$ cat config.mk
export PLATFORM = sky130hd
export DESIGN_NAME = uart_frame_tx
export DESIGN_NICKNAME = d
export VERILOG_FILES = /design/src/rtl/uart_pkg.sv /design/src/rtl/uart_baud_tick.sv /design/src/rtl/uart_frame_tx.sv
export SDC_FILE = /design/constraint.sdc
export NUM_CORES = 1
export LEC_CHECK = 0
export CORE_AREA = 3 3 57 59
export CTS_CLUSTER_DIAMETER = 150
export DETAILED_ROUTE_END_ITERATION = 16
export DIE_AREA = 0 0 60 62
export DONT_BUFFER_PORTS = 1
export GPL_ROUTABILITY_DRIVEN = 0
export PLACE_DENSITY = 0.8
export SETUP_SLACK_MARGIN = 0.02
export SLEW_MARGIN = 30
export SYNTH_ARGS = -nofsm -noshare
export SYNTH_HDL_FRONTEND = slang
export SYNTH_SLANG_ARGS = --single-unit
$ cat constraint.sdc
create_clock -name clk -period 5.24 [get_ports clk]
set_input_delay 1.572 -clock clk [delete_from_list [all_inputs] [get_ports clk]]
set_output_delay 1.572 -clock clk [all_outputs]
set_load 0.03 [all_outputs]
$ cat src/rtl/uart_pkg.sv
// Shared types for the UART frame transmitter: parity selection and FSM state encoding.
package uart_pkg;

  typedef enum logic [1:0] {
    PAR_NONE,
    PAR_EVEN,
    PAR_ODD
  } parity_e;

  typedef enum logic [2:0] {
    ST_IDLE,
    ST_START,
    ST_DATA,
    ST_PARITY,
    ST_STOP
  } tx_state_e;

  // Wide enough to index up to 9 data bits or 2 stop bits.
  localparam int BIT_CNT_W = 4;

endpackage

$ cat src/rtl/uart_baud_tick.sv
// Bit-period timer: counts 0..CLKS_PER_BIT-1 and flags the final cycle of each bit.
module uart_baud_tick #(
  parameter int CLKS_PER_BIT = 100
) (
  input  logic clk,
  input  logic rst_n,
  input  logic clr,
  output logic tick
);

  localparam int CNT_W = (CLKS_PER_BIT > 1) ? $clog2(CLKS_PER_BIT) : 1;
  localparam logic [CNT_W-1:0] CNT_LAST = CNT_W'(CLKS_PER_BIT - 1);

  logic [CNT_W-1:0] r_cnt;

  always_ff @(posedge clk) begin
    if (!rst_n || clr) begin
      r_cnt <= '0;
    end else if (r_cnt == CNT_LAST) begin
      r_cnt <= '0;
    end else begin
      r_cnt <= r_cnt + CNT_W'(1);
    end
  end

  assign tick = (r_cnt == CNT_LAST);

endmodule

$ cat src/rtl/uart_frame_tx.sv
// UART frame transmitter with a one-word holding register ahead of the shifter,
// allowing back-to-back frames without an idle gap.
//
// state     | meaning
// ----------+--------------------------------------------
// ST_IDLE   | line idle high, waiting for a word
// ST_START  | driving the start bit (0)
// ST_DATA   | shifting data bits out, LSB first
// ST_PARITY | driving the parity bit (skipped for PAR_NONE)
// ST_STOP   | driving STOP_BITS stop bits (1)
module uart_frame_tx
  import uart_pkg::*;
#(
  parameter int      DATA_W       = 8,
  parameter int      CLKS_PER_BIT = 100,
  parameter parity_e PARITY       = PAR_NONE,
  parameter int      STOP_BITS    = 1
) (
  input  logic              clk,
  input  logic              rst_n,
  input  logic [DATA_W-1:0] tx_data,
  input  logic              tx_valid,
  output logic              tx_ready,
  output logic              txd,
  output logic              busy,
  output logic              frame_done
);

  localparam logic [BIT_CNT_W-1:0] DATA_LAST = BIT_CNT_W'(DATA_W - 1);
  localparam logic [BIT_CNT_W-1:0] STOP_LAST = BIT_CNT_W'(STOP_BITS - 1);

  tx_state_e             r_state, w_state_nxt;
  logic [DATA_W-1:0]     r_shift, w_shift_nxt;
  logic [BIT_CNT_W-1:0]  r_bit_cnt, w_bit_cnt_nxt;
  logic                  r_par, w_par_nxt;
  logic [DATA_W-1:0]     r_hold;
  logic                  r_hold_full, w_hold_full_nxt;
  logic                  r_ready;
  logic                  r_txd, w_txd_nxt;
  logic                  w_tick;
  logic                  w_accept, w_last, w_load, w_load_direct, w_to_hold;
  logic [DATA_W-1:0]     w_load_word;

  uart_baud_tick #(
    .CLKS_PER_BIT(CLKS_PER_BIT)
  ) u_baud (
    .clk  (clk),
    .rst_n(rst_n),
    .clr  (w_load),
    .tick (w_tick)
  );

  // A word goes straight to the shifter when the line is free (idle, or the last
  // stop bit ends with nothing held); otherwise it waits in the hold register.
  assign w_accept      = tx_valid & r_ready;
  assign w_last        = (r_state == ST_STOP) && w_tick && (r_bit_cnt == STOP_LAST);
  assign w_load_direct = w_accept && ((r_state == ST_IDLE) || (w_last && !r_hold_full));
  assign w_load        = w_load_direct || (w_last && r_hold_full);
  assign w_to_hold     = w_accept && !w_load_direct;
  assign w_load_word   = r_hold_full ? r_hold : tx_data;

  always_comb begin
    w_state_nxt   = r_state;
    w_shift_nxt   = r_shift;
    w_bit_cnt_nxt = r_bit_cnt;
    w_par_nxt     = r_par;
    case (r_state)
      ST_IDLE: begin
      end
      ST_START: begin
        if (w_tick) begin
          w_state_nxt   = ST_DATA;
          w_bit_cnt_nxt = '0;
        end
      end
      ST_DATA: begin
        if (w_tick) begin
          w_shift_nxt = r_shift >> 1;
          if (r_bit_cnt == DATA_LAST) begin
            w_bit_cnt_nxt = '0;
            if (PARITY == PAR_NONE) w_state_nxt = ST_STOP;
            else                    w_state_nxt = ST_PARITY;
          end else begin
            w_bit_cnt_nxt = r_bit_cnt + BIT_CNT_W'(1);
          end
        end
      end
      ST_PARITY: begin
        if (w_tick) begin
          w_state_nxt   = ST_STOP;
          w_bit_cnt_nxt = '0;
        end
      end
      ST_STOP: begin
        if (w_tick) begin
          if (r_bit_cnt == STOP_LAST) w_state_nxt = ST_IDLE;
          else                        w_bit_cnt_nxt = r_bit_cnt + BIT_CNT_W'(1);
        end
      end
      default: w_state_nxt = ST_IDLE;
    endcase

    if (w_load) begin
      w_state_nxt   = ST_START;
      w_shift_nxt   = w_load_word;
      w_bit_cnt_nxt = '0;
      w_par_nxt     = (PARITY == PAR_ODD) ? ~^w_load_word : ^w_load_word;
    end

    // txd is registered from the next state so the line never glitches.
    case (w_state_nxt)
      ST_START:  w_txd_nxt = 1'b0;
      ST_DATA:   w_txd_nxt = w_shift_nxt[0];
      ST_PARITY: w_txd_nxt = w_par_nxt;
      default:   w_txd_nxt = 1'b1;
    endcase
  end

  always_comb begin
    w_hold_full_nxt = r_hold_full;
    if (w_load && r_hold_full) w_hold_full_nxt = 1'b0;
    else if (w_to_hold)        w_hold_full_nxt = 1'b1;
  end

  always_ff @(posedge clk) begin
    if (!rst_n) begin
      r_state     <= ST_IDLE;
      r_shift     <= '0;
      r_bit_cnt   <= '0;
      r_par       <= 1'b0;
      r_hold      <= '0;
      r_hold_full <= 1'b0;
      r_ready     <= 1'b0;
      r_txd       <= 1'b1;
    end else begin
      r_state     <= w_state_nxt;
      r_shift     <= w_shift_nxt;
      r_bit_cnt   <= w_bit_cnt_nxt;
      r_par       <= w_par_nxt;
      r_hold_full <= w_hold_full_nxt;
      r_ready     <= ~w_hold_full_nxt;
      r_txd       <= w_txd_nxt;
      if (w_to_hold) r_hold <= tx_data;
    end
  end

  assign tx_ready   = r_ready;
  assign txd        = r_txd;
  assign busy       = (r_state != ST_IDLE);
  assign frame_done = w_last;

endmodule

==> results of run 1 <==
logic make-up after synthesis:
family	after synthesis	synth area share
and+or+nand+nor	83	0.251
xor gates and xnor gates	15	0.0722
buffers and inverters	16	0.0592
AOI/OAI and AO/OA	36	0.129
adders and majority gates	3	0.0206
DFF	34	0.374
muxes	17	0.0942
state kept, by name (all words and copies together) (netlist names):
signal	flops
r_bit_cnt	4
r_hold	8
r_hold_full	1
r_par	1
r_shift	8
r_state	3
tx_ready	1
txd	1
u_baud.r_cnt	7
power groups by stage:
stage	combinational, mW	sequential (mW)	clock [mW]
finish	0.0565	0.282	0.151
global route	0.0640	0.283	0.171
CTS	0.0571	0.281	0.157
detailed placement	0.0568	0.287	0
global placement	0.0560	0.287	0
floorplan	0.0588	0.282	0
placed cells by master (no fill, tap or decap), drive strengths merged, types with 2 or more instances in the layout:
master / synthesis / layout
clkbuf: 4 / 7
a21oi: 8 / 8
a211oi: 2 / 2
ha: 3 / 3
and2: 3 / 3
xor2: 7 / 7
dfxtp: 34 / 34
o21ai: 14 / 14
nand2: 31 / 31
o2111ai: 3 / 3
inv: 5 / 5
nor2: 14 / 14
nand3: 13 / 13
mux2i: 16 / 16
xnor2: 8 / 8
nor3: 2 / 2
and3: 10 / 10
final timing paths:
kind,from,to,depth (start not counted)
setup / recovery,r_bit_cnt[0],frame_done,5
hold / removal,u_baud.r_cnt[0],u_baud.r_cnt[0],1
setup reg to reg,r_bit_cnt[0],r_shift[2],7
hold reg to reg,u_baud.r_cnt[0],u_baud.r_cnt[0],1
metrics by stage:
stage               utilization  hold WS, ns  instance area (µm²)  setup WS (ns)
floorplan                     -        0.413                 1820           2.39
global placement          0.642        0.424                 1770           2.29
detailed placement        0.642        0.432                 1770           2.25
CTS                       0.663        0.447                 1830           1.85
global route              0.663        0.473                 1830           1.75
finish                    0.663        0.442                 1830           1.86
area by class of cell:
| cell class | count | area share |
|---|---|---|
| multi-input cells | 154 | 0.564 |
| flip-flops and latches | 34 | 0.372 |
| clock buffers | 7 | 0.0301 |
| well taps | 31 | 0.0212 |
| inverters | 5 | 0.0103 |
| clock inverters | 1 | 0.00274 |
layer usage:
metal,vias up,global-route usage
met2,32,0.329
met1,637,0.226
met4,0,0.101
li1,706,-
met3,9,0.0640
met5,-,0
worst max-delay path, stage by stage, from the launching register on:
cell and delay (ns):
dfxtp_1 0.35, inv_1 0.09, ha_1 0.15, nor3b_4 0.29, nand3_4 0.13, nor2_1 0.46
==> out/summary.txt, run 1 <==
Initial Util: 0.660
CTS resizes: 0
Syn_nets: 218
Diodes inserted: 0
Sequential power share: 0.576
Power per cell area: 267 nW/µm²
Die X: 60 µm
Vias: 1,384
Placed insts: 224
Peak VDD IR: 0.208 mV
DRC Markers: 0
Seq cells post-synth: 34
Cell count after synthesis: 204
Die Footprint: 3720 µm²
Met2 wire length: 1590 µm
Drt wl/cell: 14.1 µm
Met1 WL: 1430 µm
Vias in the first global route: 1,237
Area of the multi-input gates: 1030 µm²
Metal3 WL: 184 µm
Final net count: 214
Worst Path Arrival: 1.81 ns
Post-synth top cells: 34 x dfxtp_1, 31 x nand2_1, 16 x mux2i_1, 14 x nor2_1, 14 x o21ai_0
Max_cap viols: 0
Antenna Violating Nets Remaining: 0
RSZ-0062 raised after global routing: no
Fillers: 238
CP Launch Type: flop
Cell Count, Final, Fillers Out: 232
Clock power share: 0.309
Clk buf depth: 2
Largest net degree at the start of global routing: 31
Fmax: 0.296 GHz
Synth warn: 0
Synth area leaders: dfxtp_1 37%, mux2i_1 8.8%, nand2_1 6.4%
Largest area contributor in the netlist: dfxtp_1
Post-DR vias/cell: 5.97
Core box area: 2760 µm²
Syn avg cell area: 8.92 µm²
CTS tree: built
Seq/Total Area, Yosys: 0.374
Synth Flop Type: dfxtp_1
Max_slew headroom: 0.502
CP Max Fanout: 4
HP Class: flop to flop
First-pass GRT wire length: 5350 µm
Final Cycle Share: 0.646
FF/Latch Area: 681 µm²
Total internal power: 0.361 mW
Setup-failing EPs final: 0
Num Clock Sinks: 34
Setup TNS: 0 ns
Switching power total: 0.128 mW
Row count: 19
Total Wirelength: 3280 µm
Required time at the worst-slack endpoint: 3.67 ns
Fraction of registers with async set/reset: 0
Combinational power share: 0.116
DIE HEIGHT: 62 µm
Final hold viol count: 0
Initial antenna violation count: 0
Fin crit period: 3.38 ns
H-tree depth: 2
Hold-fix buffers, CTS: 0
Clock Latency Late Sink: 0.35 ns
Clk_skew: 0.0179 ns
Slew Limit Fails: 0
Setup crit end kind: primary output
CTS root buffer: clkbuf_4
Static leakage: 0.765 nW
Area delta synth->final: 0.550%
Top-count cell post-synth: dfxtp_1
Share of layout cells above drive strength 1: 0.0846
EDFF count, synth: 0
IO Port Bufs: 0
TritonCTS buffer count: 5
Placed wire-length estimate: 2390 µm
Pwr Total: 0.489 mW
Clk slew on worst S/H paths: 0.11 ns
Pre-antenna DRT Iters: 4
Gr ovfl total: 0
Reg2reg setup slack: 3.11 ns
Synth cell types: 45
Status: finished clean
Total track usage: 0.197
Worst-Margin Slew: 0.748 ns
Post-CTS setup buffers: 0
Post-synth top area share: 0.374
Syn Std Cell Area: 1820 µm²
DR top layer: met4
Sw Ratio: 0.262
# IOs: 15
DR iter-0 viols: 96
Critical path class: flop to primary output
No activity file was read; power rests on OpenSTA's default activity.
==> run 2, diff against run 1 <==
CORE_AREA = 3 3 59 61   (was 3 3 57 59)
DIE_AREA = 0 0 62 64   (was 0 0 60 62)
PLACE_DENSITY = 0.75   (was 0.8)
clock period = 3.37 ns   (was 5.24 ns; I/O delays follow)
==> out/summary.txt, run 2 (synthesis results as in run 1) <==
Post-DR vias/cell: 5.86
Core box area: 3030 µm²
Most frequent cells in the layout: 34 x dfxtp_1, 31 x nand2_1, 16 x mux2i_1, 14 x nor2_1, 14 x o21ai_0
Diodes inserted: 0
Power per cell area: 405 nW/µm²
Setup-failing EPs final: 0
Largest net degree at the start of global routing: 31
Gr ovfl total: 0
HP Class: flop to flop
Reg2reg setup slack: 1.28 ns
Peak VDD IR: 0.228 mV
Fin crit period: 2.79 ns
Post-CTS setup buffers: 0
Worst Setup SP: r_bit_cnt[0]
Critical path class: flop to primary output
Initial antenna violation count: 0
H-tree depth: 2
CTS tree: built
Hold-fix buffers, CTS: 0
Reg2Reg Launch Point: r_bit_cnt[0]
CP Max Fanout: 4
Placed wire-length estimate: 2450 µm
Top flop regs: r_hold (8), r_shift (8), u_baud.r_cnt (7)
TritonCTS buffer count: 5
Total track usage: 0.198
Final Cycle Share: 0.827
Setup crit end kind: primary output
Pwr Total: 0.745 mW
Clk_skew: 0.00754 ns
Commonest non-fill, non-tap cell in the layout: dfxtp_1
Slew Limit Fails: 0
Drt wl/cell: 13.8 µm
CTS resizes: 0
Max_slew headroom: 0.515
Worst R2R Path Depth: 7
Vias in the first global route: 1,372
Clock Latency Late Sink: 0.33 ns
Crit path capture: frame_done
Placed insts: 237
RSZ-0062 raised after global routing: no
Setup TNS: 0 ns
Antenna Violating Nets Remaining: 0
Final net count: 214
CP Launch Type: flop
Reg2reg end: r_shift[3]
Area delta synth->final: 0.963%
Die X: 62 µm
Required time at the worst-slack endpoint: 2.36 ns
Status: finished clean
Row count: 20
DRC Markers: 0
Pre-antenna DRT Iters: 4
Initial Util: 0.601
Die Footprint: 3970 µm²
Worst slack, placed: 0.941 ns
DR iter-0 viols: 206
Fmax: 0.359 GHz
# IOs: 15
Cell Count, Final, Fillers Out: 243
Static leakage: 0.760 nW
IO Port Bufs: 0
Final hold viol count: 0
Worst-Margin Slew: 0.728 ns
Max_cap viols: 0
Share of layout cells above drive strength 1: 0.0804
Vias: 1,425
First-pass GRT wire length: 5860 µm
Final worst slack: 0.584 ns
DIE HEIGHT: 64 µm
Clk buf depth: 2
Num Clock Sinks: 34
CTS root buffer: clkbuf_4
Worst Path Arrival: 1.78 ns
Total Wirelength: 3350 µm
Clk slew on worst S/H paths: 0.10 ns
## run 2: through the flow
stage          hold WS (ns)  area, µm²  utilization
3_5_place_dp          0.434       1790        0.590
6_report              0.444       1840        0.607
3_3_place_gp          0.424       1790        0.590
4_1_cts               0.448       1840        0.607
5_1_grt               0.459       1840        0.607
2_1_floorplan         0.413       1820            -
## run 2: worst min path at each step
stage | from | end | slack [ns] | cells past startpoint
5_1_grt | u_baud.r_cnt[0] | u_baud.r_cnt[0] | 0.46 | 1
3_5_place_dp | u_baud.r_cnt[0] | u_baud.r_cnt[0] | 0.43 | 1
6_report | u_baud.r_cnt[0] | u_baud.r_cnt[0] | 0.44 | 1
2_1_floorplan | u_baud.r_cnt[0] | u_baud.r_cnt[0] | 0.41 | 1
3_3_place_gp | u_baud.r_cnt[0] | u_baud.r_cnt[0] | 0.42 | 1
4_1_cts | u_baud.r_cnt[0] | u_baud.r_cnt[0] | 0.45 | 1
## run 2: metal layers
metal / vias up / global-route usage / routed length [µm]
met5: - / 0 / 0
met2: 43 / 0.315 / 1690
met4: 0 / 0.0928 / 53
met3: 10 / 0.0626 / 188
li1: 705 / - / -
met1: 667 / 0.235 / 1420
## run 2: where the power goes
group          leakage (nW)  internal, mW  switching (mW)
clock                0.0302        0.0939           0.123
combinational         0.453        0.0415          0.0484
sequential            0.277         0.419          0.0187
## run 2: worst max-delay path, cell delays in order (launching register included)
cell	delay [ns]
dfxtp_1	0.34
inv_1	0.09
ha_1	0.16
nor3b_4	0.27
nand3_4	0.13
nor2_1	0.46
## run 2: final cells by class
cell class | count | area (µm²)
Inverter | 5 | 18.8
Sequential cell | 34 | 681
Multi-Input combinational cell | 154 | 1030
Fill cell | 279 | 1190
Tap cell | 44 | 55.1
Clock buffer | 6 | 51.3
